$ cat src/rtl/l2_port_arbiter_pkg.sv
// Shared types and line-geometry constants for the L2 port arbiter.
package l2_port_arbiter_pkg;

    localparam int L2_LINE_ADDR_W = 12;   // ADR[15:4], 16-byte lines
    localparam int L2_LINE_W      = 128;  // one cache line

    typedef enum logic [1:0] {
        ARB_IDLE,
        ARB_GNT0,
        ARB_GNT1,
        ARB_TURN
    } l2_arb_state_t;

endpackage

$ cat src/rtl/l2_port_arbiter_sat_counter.sv
// Saturating up-counter with a synchronous clear that beats increment.
module sat_counter #(
    parameter int CNT_W = 16
) (
    input  logic             i_clk,
    input  logic             i_rst,
    input  logic             i_inc,
    input  logic             i_clr,
    output logic [CNT_W-1:0] o_cnt
);

    logic [CNT_W-1:0] r_cnt;

    assign o_cnt = r_cnt;

    // Clear first, then increment unless already at all-ones
    always_ff @(posedge i_clk or posedge i_rst) begin
        if (i_rst) begin
            r_cnt <= '0;
        end else if (i_clr) begin
            r_cnt <= '0;
        end else if (i_inc && (r_cnt != '1)) begin
            r_cnt <= r_cnt + {{(CNT_W-1){1'b0}}, 1'b1};
        end
    end

endmodule

$ cat src/rtl/l2_port_arbiter.sv
// Round-robin Wishbone arbiter sharing the L2 port between dcache (M0) and
// icache (M1). The grant is registered and held for a whole transaction,
// followed by one dead cycle so the winner can drop STB after its ACK.
module l2_port_arbiter
    import l2_port_arbiter_pkg::*;
#(
    parameter int ADDR_W = L2_LINE_ADDR_W,
    parameter int DATA_W = L2_LINE_W,
    parameter int SEL_W  = DATA_W / 8,
    parameter int CNT_W  = 16
) (
    input  logic                CLK,
    input  logic                RST,
    input  logic [1:0]          m_cyc,
    input  logic [1:0]          m_stb,
    input  logic [1:0]          m_we,
    input  logic [2*SEL_W-1:0]  m_sel,
    input  logic [2*ADDR_W-1:0] m_adr,
    input  logic [2*DATA_W-1:0] m_dat_w,
    output logic [DATA_W-1:0]   m_dat_r,
    output logic [1:0]          m_ack,
    output logic [1:0]          m_rty,
    output logic                s_cyc,
    output logic                s_stb,
    output logic                s_we,
    output logic [SEL_W-1:0]    s_sel,
    output logic [ADDR_W-1:0]   s_adr,
    output logic [DATA_W-1:0]   s_dat_w,
    input  logic [DATA_W-1:0]   s_dat_r,
    input  logic                s_ack,
    input  logic                s_rty,
    output logic [2*CNT_W-1:0]  grant_cnt,
    output logic [2*CNT_W-1:0]  wait_cnt,
    input  logic [1:0]          cnt_clear
);

    l2_arb_state_t r_state;
    l2_arb_state_t w_state_nxt;
    logic          r_last;       // master served most recently; the other wins a tie
    logic          w_last_nxt;
    logic [1:0]    w_req;
    logic          w_gnt_idx;
    logic [1:0]    w_gnt_inc;
    logic [1:0]    w_wait_inc;

    assign w_req     = m_cyc & m_stb;
    assign w_gnt_idx = (r_state == ARB_GNT1);
    assign m_dat_r   = s_dat_r;

    // Only a real ACK while granted counts; RTY and stray ACKs do not
    assign w_gnt_inc[0]  = (r_state == ARB_GNT0) & s_ack;
    assign w_gnt_inc[1]  = (r_state == ARB_GNT1) & s_ack;
    assign w_wait_inc[0] = w_req[0] & (r_state != ARB_GNT0);
    assign w_wait_inc[1] = w_req[1] & (r_state != ARB_GNT1);

    // State register; reset favours M0 on the first tie
    always_ff @(posedge CLK or posedge RST) begin
        if (RST) begin
            r_state <= ARB_IDLE;
            r_last  <= 1'b1;
        end else begin
            r_state <= w_state_nxt;
            r_last  <= w_last_nxt;
        end
    end

    // Next-state selection and slave/master output mux
    always_comb begin
        w_state_nxt = r_state;
        w_last_nxt  = r_last;
        s_cyc       = 1'b0;
        s_stb       = 1'b0;
        s_we        = 1'b0;
        s_sel       = '0;
        s_adr       = '0;
        s_dat_w     = '0;
        m_ack       = 2'b00;
        m_rty       = 2'b00;

        case (r_state)
            ARB_IDLE: begin
                if (w_req == 2'b11) begin
                    w_state_nxt = r_last ? ARB_GNT0 : ARB_GNT1;
                end else if (w_req[0]) begin
                    w_state_nxt = ARB_GNT0;
                end else if (w_req[1]) begin
                    w_state_nxt = ARB_GNT1;
                end
            end
            ARB_GNT0, ARB_GNT1: begin
                s_cyc   = m_cyc[w_gnt_idx];
                s_stb   = m_stb[w_gnt_idx] & m_cyc[w_gnt_idx];
                s_we    = m_we[w_gnt_idx];
                s_sel   = w_gnt_idx ? m_sel[2*SEL_W-1:SEL_W]     : m_sel[SEL_W-1:0];
                s_adr   = w_gnt_idx ? m_adr[2*ADDR_W-1:ADDR_W]   : m_adr[ADDR_W-1:0];
                s_dat_w = w_gnt_idx ? m_dat_w[2*DATA_W-1:DATA_W] : m_dat_w[DATA_W-1:0];
                m_ack[w_gnt_idx] = s_ack;
                m_rty[w_gnt_idx] = s_rty;
                // An abort releases the port without touching fairness state
                if (!m_cyc[w_gnt_idx]) begin
                    w_state_nxt = ARB_IDLE;
                end else if (s_ack || s_rty) begin
                    w_state_nxt = ARB_TURN;
                    w_last_nxt  = w_gnt_idx;
                end
            end
            ARB_TURN: begin
                w_state_nxt = ARB_IDLE;
            end
            default: begin
                w_state_nxt = ARB_IDLE;
            end
        endcase
    end

    for (genvar gi = 0; gi < 2; gi++) begin : g_cnt
        sat_counter #(.CNT_W(CNT_W)) u_grant (
            .i_clk (CLK),
            .i_rst (RST),
            .i_inc (w_gnt_inc[gi]),
            .i_clr (cnt_clear[gi]),
            .o_cnt (grant_cnt[gi*CNT_W +: CNT_W])
        );
        sat_counter #(.CNT_W(CNT_W)) u_wait (
            .i_clk (CLK),
            .i_rst (RST),
            .i_inc (w_wait_inc[gi]),
            .i_clr (cnt_clear[gi]),
            .o_cnt (wait_cnt[gi*CNT_W +: CNT_W])
        );
    end

endmodule
$ cat config.mk
export PLATFORM = sky130hd
export DESIGN_NAME = l2_port_arbiter
export DESIGN_NICKNAME = d
export VERILOG_FILES = /design/src/rtl/l2_port_arbiter_pkg.sv /design/src/rtl/l2_port_arbiter_sat_counter.sv /design/src/rtl/l2_port_arbiter.sv
export SDC_FILE = /design/constraint.sdc
export NUM_CORES = 1
export LEC_CHECK = 0
export CORE_AREA = 2 2 314 316
export DETAILED_ROUTE_END_ITERATION = 8
export DIE_AREA = 0 0 316 318
export GPL_ROUTABILITY_DRIVEN = 0
export PLACE_DENSITY_LB_ADDON = 0.2
export SYNTH_ARGS = -nofsm -noshare
export SYNTH_HDL_FRONTEND = slang
export SYNTH_SLANG_ARGS = --single-unit
$ cat constraint.sdc
create_clock -name CLK -period 6.55 [get_ports CLK]
set_input_delay 0.9825 -clock CLK [delete_from_list [all_inputs] [get_ports CLK]]
set_output_delay 0.9825 -clock CLK [all_outputs]
set_load 0.01 [all_outputs]
==> flow_summary.yaml, run 1 <==
run_status:
  status: "finished, final reports clean"
final_layout:
  multi_input_area_sq_mm: 0.00435
  seq_area_sq_mm: 0.00168
  syn2layout_area_growth_pct: 88.2
  fillers: 11100
  fin_cells: 2588
  nets: 1752
  drive_above_1_share: 0.0470
global_route:
  grt_overflow_total: 0
  grt_max_degree: 90
  grt_busiest_layer: "met2"
  grtUsageMet1: 0.154
  met3_usage: 0.0612
  grt_pass1_wl_mm: 82.2
  first_global_vias: 8627
  grt_usage: 0.122
  grtUsageMet2: 0.178
  grt_antenna_before_repair: 19
worst_hold_path:
  min_path_cells: 1
  hold_start: "r_state[0]"
  min_to: "r_state[0]"
  hold_class: "flip-flop to flip-flop"
timing:
  layout_setup_ws_ns: 2.12
  fin_crit_ns: 4.43
  worst_pin_slew_ns: 1.06
  hold_viol_final: 0
  fin_crit_sh: 0.676
  slew_viol_final: 0
  skew_ns: 0.00815
  fmax_mhz: 226
  setup_tns_ns: 0
  max_slew_margin: 0.289
  rsz0062_at_grt: "no"
  final-setup-viol-count: 0
clocking:
  htreeDepth: 3
  cts_resized: 0
  clk_latency_ns: 0.36
  numCtsBuffers: 9
  cts_root_buf: "clkbuf_16"
  cts_tree: "done"
  clockBufferDepth: 2
  holdBufCountCts: 0
  clkSlewWorstSetupHoldPaths_ns: 0.06
  clock-sinks: 67
  post-cts-setup-buffers: 0
synth:
  avgSynthCellArea_sq_um: 8.00
  yosysSeqAreaShare: 0.233
  synth_seq_cells: 67
  yosys.area.top_type: "dfrtp_1"
  synth_top_area_share: 0.229
  synthTopCellsByArea: "dfrtp_1, mux2i_1, buf_4, nor2_1, mux2_2"
  ys_types: 47
  netlist_instances: 902
  async_flop_share: 1.00
  ys_warn_count: 0
  syn_area_sq_mm: 0.00721
  synth_nets: 1361
  synth-edff-count: 0
  synthFlopType: "dfrtp_1"
die:
  die-area_sq_mm: 0.100
  rows: 115
  core_area_sq_mm: 0.0974
  io_pins: 807
  dieWidth_microns: 316
  die_h_microns: 318
  start_util: 0.0741
critical_path:
  reg2reg_depth: 7
  crit_path_start_kind: "flip-flop"
  cp.arrival_ns: 3.44
  critPathMaxFanout: 54
  cp_data_required_time_ns: 5.57
  r2r_setup_slack_ns: 3.42
  rr_startpoint: "r_state[1]"
  critPathKind: "flip-flop to output port"
  critPathCaptureType: "output port"
  r2r_end: "r_state[0]"
power_and_ir_drop:
  power_density_mw_per_mm2: 349
  vdd_drop_max_mv: 0.195
  power.switching_mw: 2.30
  p_int_mw: 2.43
  seqPwrFrac: 0.094
  p_comb_frac: 0.796
  p_clk_frac: 0.109
  switching_share: 0.486
  p_leak_nw: 4.91
routing:
  post-route-drc-count: 0
  drt_wl_total_mm: 63.5
  ant_nets: 0
  first_iter_violations: 469
  detail_route.first_pass.iterations: 5
  via_per_inst: 3.28
  wl_per_cell_microns: 24.6
  vias: 8486
place:
  dp_cells: 2569
  dp_slack_ns: 2.38
  io_buffers: 550
  hpwl_mm: 56.3
flow_run:
  drv_cap: 0
[cell families after synthesis]
kind of cell | share of synthesized area
buffers and inverters | 0.169
DFF | 0.233
adders and majority gates | 0.0121
and+or+nand+nor | 0.244
xor gates and xnor gates | 0.00364
muxes | 0.259
AOI/OAI and AO/OA | 0.0801
[stage by stage]
step           area [sq um]  utilization  hold WS (ns)  power (mW)
6_report              13600        0.139         0.547        4.73
5_1_grt               13600        0.139         0.568        4.99
4_1_cts               13600        0.139         0.554        4.85
3_5_place_dp          13300        0.136         0.543        4.31
3_3_place_gp          13300        0.136         0.546        4.28
2_1_floorplan          7210            -         0.510        2.09
[layout make-up]
type                    count  share of cell area
diodes                      3            0.000553
multi-input cells         643               0.320
flip-flops and latches     67               0.124
inverters                  13             0.00396
well taps                1287               0.119
repair buffers            559               0.411
clock inverters             7             0.00562
clock buffers               9              0.0166
[critical path, cell delays in order, from the launching register on]
cell and delay (ns):
dfrtp_1 0.40, inv_1 0.12, ha_4 0.40, buf_4 0.81
mux2i_1 0.22, nor2_1 0.43, clkdlybuf4s50_1 0.64
[per-layer routing]
layer | wire length [microns] | vias up
met5 | 306 | -
met4 | 1820 | 26
met3 | 7310 | 91
met2 | 27000 | 482
met1 | 27100 | 4034
li1 | - | 3853
[placed cells by master (no fill, tap or decap), types with 3 or more instances in the layout]
cell and n:
o41ai_1 4, nand2_1 26, ha_1 6, nor3_1 8
mux2i_1 163, and3_1 6, o21ai_0 14, buf_4 8
or3_1 13, mux2_2 21, xor2_1 3, o311ai_0 3
nor2_1 183, clkdlybuf4s50_1 549, nand3_1 19, nand2b_1 3
dfrtp_1 66, clkbuf_16 9, and4_1 7, or4_1 20
nor2b_1 19, diode_2 3, inv_1 11, nand4_1 21
and2_1 8, nor4_1 6, o31ai_1 21, a21oi_1 42
nor3b_1 3
[worst max path at each step]
stage	start	to	slack [ns]	cells past startpoint
floorplan	r_state[0]	s_sel[10]	3.76	7
global placement	r_state[0]	s_sel[15]	2.37	6
detailed placement	r_state[0]	s_sel[15]	2.38	6
CTS	r_state[0]	s_sel[15]	1.99	6
global route	r_state[0]	s_sel[15]	1.86	6
finish	r_state[0]	s_sel[15]	2.12	6
[power by group through the flow]
stage	Sequential, mW	Clock (mW)	Combinational, mW
after global placement	0.455	0	3.83
after floorplan	0.452	0	1.64
after CTS	0.447	0.543	3.86
after detailed placement	0.455	0	3.85
final	0.447	0.517	3.77
after global routing	0.449	0.560	3.98
[sequential cells by signal (all words and copies together) (netlist names)]
signal               cells
g_cnt.u_grant.o_cnt     32
r_state                  2
g_cnt.u_wait.o_cnt      32
r_last                   1
[synth_stat cells, types with 14 or more instances]
cell type,instances
o31ai_1,21
nand3_1,19
nor2_1,183
o21ai_0,14
nor2b_1,19
dfrtp_1,66
nand2_1,26
buf_4,128
mux2i_1,163
clkbuf_1,39
mux2_2,21
a21oi_1,42
nand4_1,21
or4_1,20
Note: power is estimated with default switching activity, not from simulation.
==> inputs of run 2 (changes only) <==
--- a/config.mk
+++ b/config.mk
@@ -5,9 +5,9 @@
 export SDC_FILE = /design/constraint.sdc
 export NUM_CORES = 1
 export LEC_CHECK = 0
-export CORE_AREA = 2 2 314 316
+export CORE_AREA = 2 2 315 317
 export DETAILED_ROUTE_END_ITERATION = 8
-export DIE_AREA = 0 0 316 318
+export DIE_AREA = 0 0 317 319
 export GPL_ROUTABILITY_DRIVEN = 0
 export PLACE_DENSITY_LB_ADDON = 0.2
 export SYNTH_ARGS = -nofsm -noshare
==> constraint.sdc (replaced) <==
create_clock -name CLK -period 4.3 [get_ports CLK]
set_input_delay 0.645 -clock CLK [delete_from_list [all_inputs] [get_ports CLK]]
set_output_delay 0.645 -clock CLK [all_outputs]
set_load 0.01 [all_outputs]
==> flow_summary.yaml, run 2 (synthesis results as in run 1) <==
run_status:
  status: "finished, final reports clean"
power_and_ir_drop:
  p_int_mw: 3.92
  p_comb_frac: 0.791
  p_leak_nw: 4.98
  seqPwrFrac: 0.090
  p_clk_frac: 0.119
  power_density_mw_per_mm2: 551
  power.switching_mw: 3.66
  vdd_drop_max_mv: 0.341
  switching_share: 0.483
worst_hold_path:
  hold_class: "flip-flop to flip-flop"
global_route:
  grt_max_degree: 105
  grt_antenna_before_repair: 13
  grt_pass1_wl_mm: 75.8
  grt_usage: 0.111
  first_global_vias: 8350
  grt_overflow_total: 0
clocking:
  clk_latency_ns: 0.36
  numCtsBuffers: 9
  htreeDepth: 3
  clockBufferDepth: 2
  cts_root_buf: "clkbuf_16"
  post-cts-setup-buffers: 0
  holdBufCountCts: 0
  cts_tree: "done"
  clkSlewWorstSetupHoldPaths_ns: 0.06
  clock-sinks: 67
final_layout:
  multi_input_area_sq_mm: 0.00439
  nets: 1759
  fin_cells: 2595
  final_cell_mix: "clkdlybuf4s50_1, nor2_1, mux2i_1"
  syn2layout_area_growth_pct: 90.6
  finalInstanceArea_sq_mm: 0.0138
  drive_above_1_share: 0.0582
  seq_area_sq_mm: 0.00168
  fin_util: 0.141
  final_common_cell: "clkdlybuf4s50_1"
  fillers: 11100
critical_path:
  critPathCaptureType: "output port"
  worstPathCellList: "inv_1 -> ha_4 -> buf_4 -> mux2i_1 -> nor2_1 -> clkdlybuf4s50_1"
  critical_path.max_stage_delay_ns: 0.81
  cp_num_buf_inv: 3
  crit_path_start_kind: "flip-flop"
  critPathKind: "flip-flop to output port"
  cp_data_required_time_ns: 3.65
  cp.arrival_ns: 3.44
  slowest_stage: "mux2i_1"
  cp_top_family: "buffers and inverters"
  critPathMaxFanout: 32
timing:
  slew_viol_final: 0
  rsz0062_at_grt: "yes"
  worst_pin_slew_ns: 1.05
  setup_tns_ns: 0
  layout_setup_ws_ns: 0.212
  skew_ns: 0.00778
  fin_crit_ns: 4.09
  max_slew_margin: 0.302
  final-setup-viol-count: 0
  fmax_mhz: 245
  hold_viol_final: 0
  fin_crit_sh: 0.951
die:
  start_util: 0.0738
  die-area_sq_mm: 0.101
  die_h_microns: 319
  dieWidth_microns: 317
  core_area_sq_mm: 0.0977
  io_pins: 807
  rows: 115
routing:
  ant_nets: 0
  post-route-drc-count: 0
  detail_route.first_pass.iterations: 7
  top_layer: "met5"
  wl_per_cell_microns: 22.4
  drt_wl_total_mm: 58.0
  vias: 8261
  via_per_inst: 3.18
  wl_met3_mm: 6.60
  wl_met2_mm: 23.6
  met1Wirelength_mm: 26.6
  first_iter_violations: 361
place:
  hpwl_mm: 51.0
  dp_slack_ns: 0.351
  io_buffers: 550
  place_area_sq_mm: 0.0134
  dp_cells: 2576
flow_run:
  drv_cap: 0
## run 2: cell count changes in the layout (fill, tap and decap cells not counted)
| cell | previous run | this run |
|---|---|---|
| clkinv_2 | 1 | 2 |
| clkinv_4 | 2 | 0 |
| clkinvlp_4 | 2 | 0 |
| inv_6 | 2 | 1 |
| buf_12 | 1 | 4 |
| buf_2 | 1 | 0 |
| mux2i_2 | 0 | 10 |
| bufinv_16 | 1 | 3 |
| clkbuf_8 | 0 | 1 |
| buf_4 | 8 | 12 |
| clkbuf_1 | 0 | 1 |
| clkdlybuf4s50_1 | 549 | 550 |
| mux2i_1 | 163 | 153 |
## run 2: worst reg2reg max path: cells and delay by family (launching register included)
kind	cells	cell delay, ns
AO/OA/AOI/OAI	1	0.16
adder cells (fa/ha/maj)	1	0.63
buffers and inverters	3	0.76
flip-flops	1	0.41
AND/OR/NAND/NOR	3	1.03
## run 2: per-stage QoR
step           hold WS, ns  total power, mW
2_1_floorplan        0.510             3.18
3_3_place_gp         0.547             6.81
3_5_place_dp         0.568             6.82
4_1_cts              0.572             7.79
5_1_grt              0.617             8.03
6_report             0.574             7.58
## run 2: area by class of cell
class                      count  area share
antenna                        3    0.000546
clock buffer                  11      0.0176
clock inverter                 5     0.00728
inverter                      13     0.00391
multi-input combinational    643       0.319
sequential                    67       0.122
tap                         1287       0.117
timing repair buffer         566       0.413
## run 2: path summary, 6_finish.rpt
| kind | from | slack, ns | depth (start not counted) | end |
|---|---|---|---|---|
| max | r_state[0] | 0.21 | 6 | s_dat_w[84] |
| min | g_cnt[1].u_wait.o_cnt[15] | 0.57 | 1 | g_cnt[1].u_wait.o_cnt[15] |
| max reg2reg | r_state[0] | 1.24 | 8 | g_cnt[1].u_grant.o_cnt[13] |
| min reg2reg | g_cnt[1].u_wait.o_cnt[15] | 0.57 | 1 | g_cnt[1].u_wait.o_cnt[15] |
| max in group asynchronous | RST | 2.75 | 3 | r_last |
| min in group asynchronous | RST | 0.78 | 2 | g_cnt[0].u_wait.o_cnt[14] |
## run 2: timing repair
item | in CTS | in global routing
endpoints found under the setup margin | 6 | 5
resized for setup | 7 | 3
endpoints found under the hold margin | 0 | 0
pin swaps | 0 | 0
## run 2: layer usage
layer | up-vias | GRT usage
met4 | 12 | 0.0285
met2 | 440 | 0.154
met5 | - | 0.00193
met3 | 54 | 0.0533
met1 | 3894 | 0.151
li1 | 3861 | -
## run 2: power by group through the flow
stage / sequential (mW) / clock, mW / combinational (mW)
5_1_grt: 0.686 / 0.958 / 6.38
3_5_place_dp: 0.693 / 0 / 6.13
4_1_cts: 0.682 / 0.941 / 6.17
3_3_place_gp: 0.694 / 0 / 6.11
2_1_floorplan: 0.688 / 0 / 2.50
6_report: 0.682 / 0.900 / 6.00
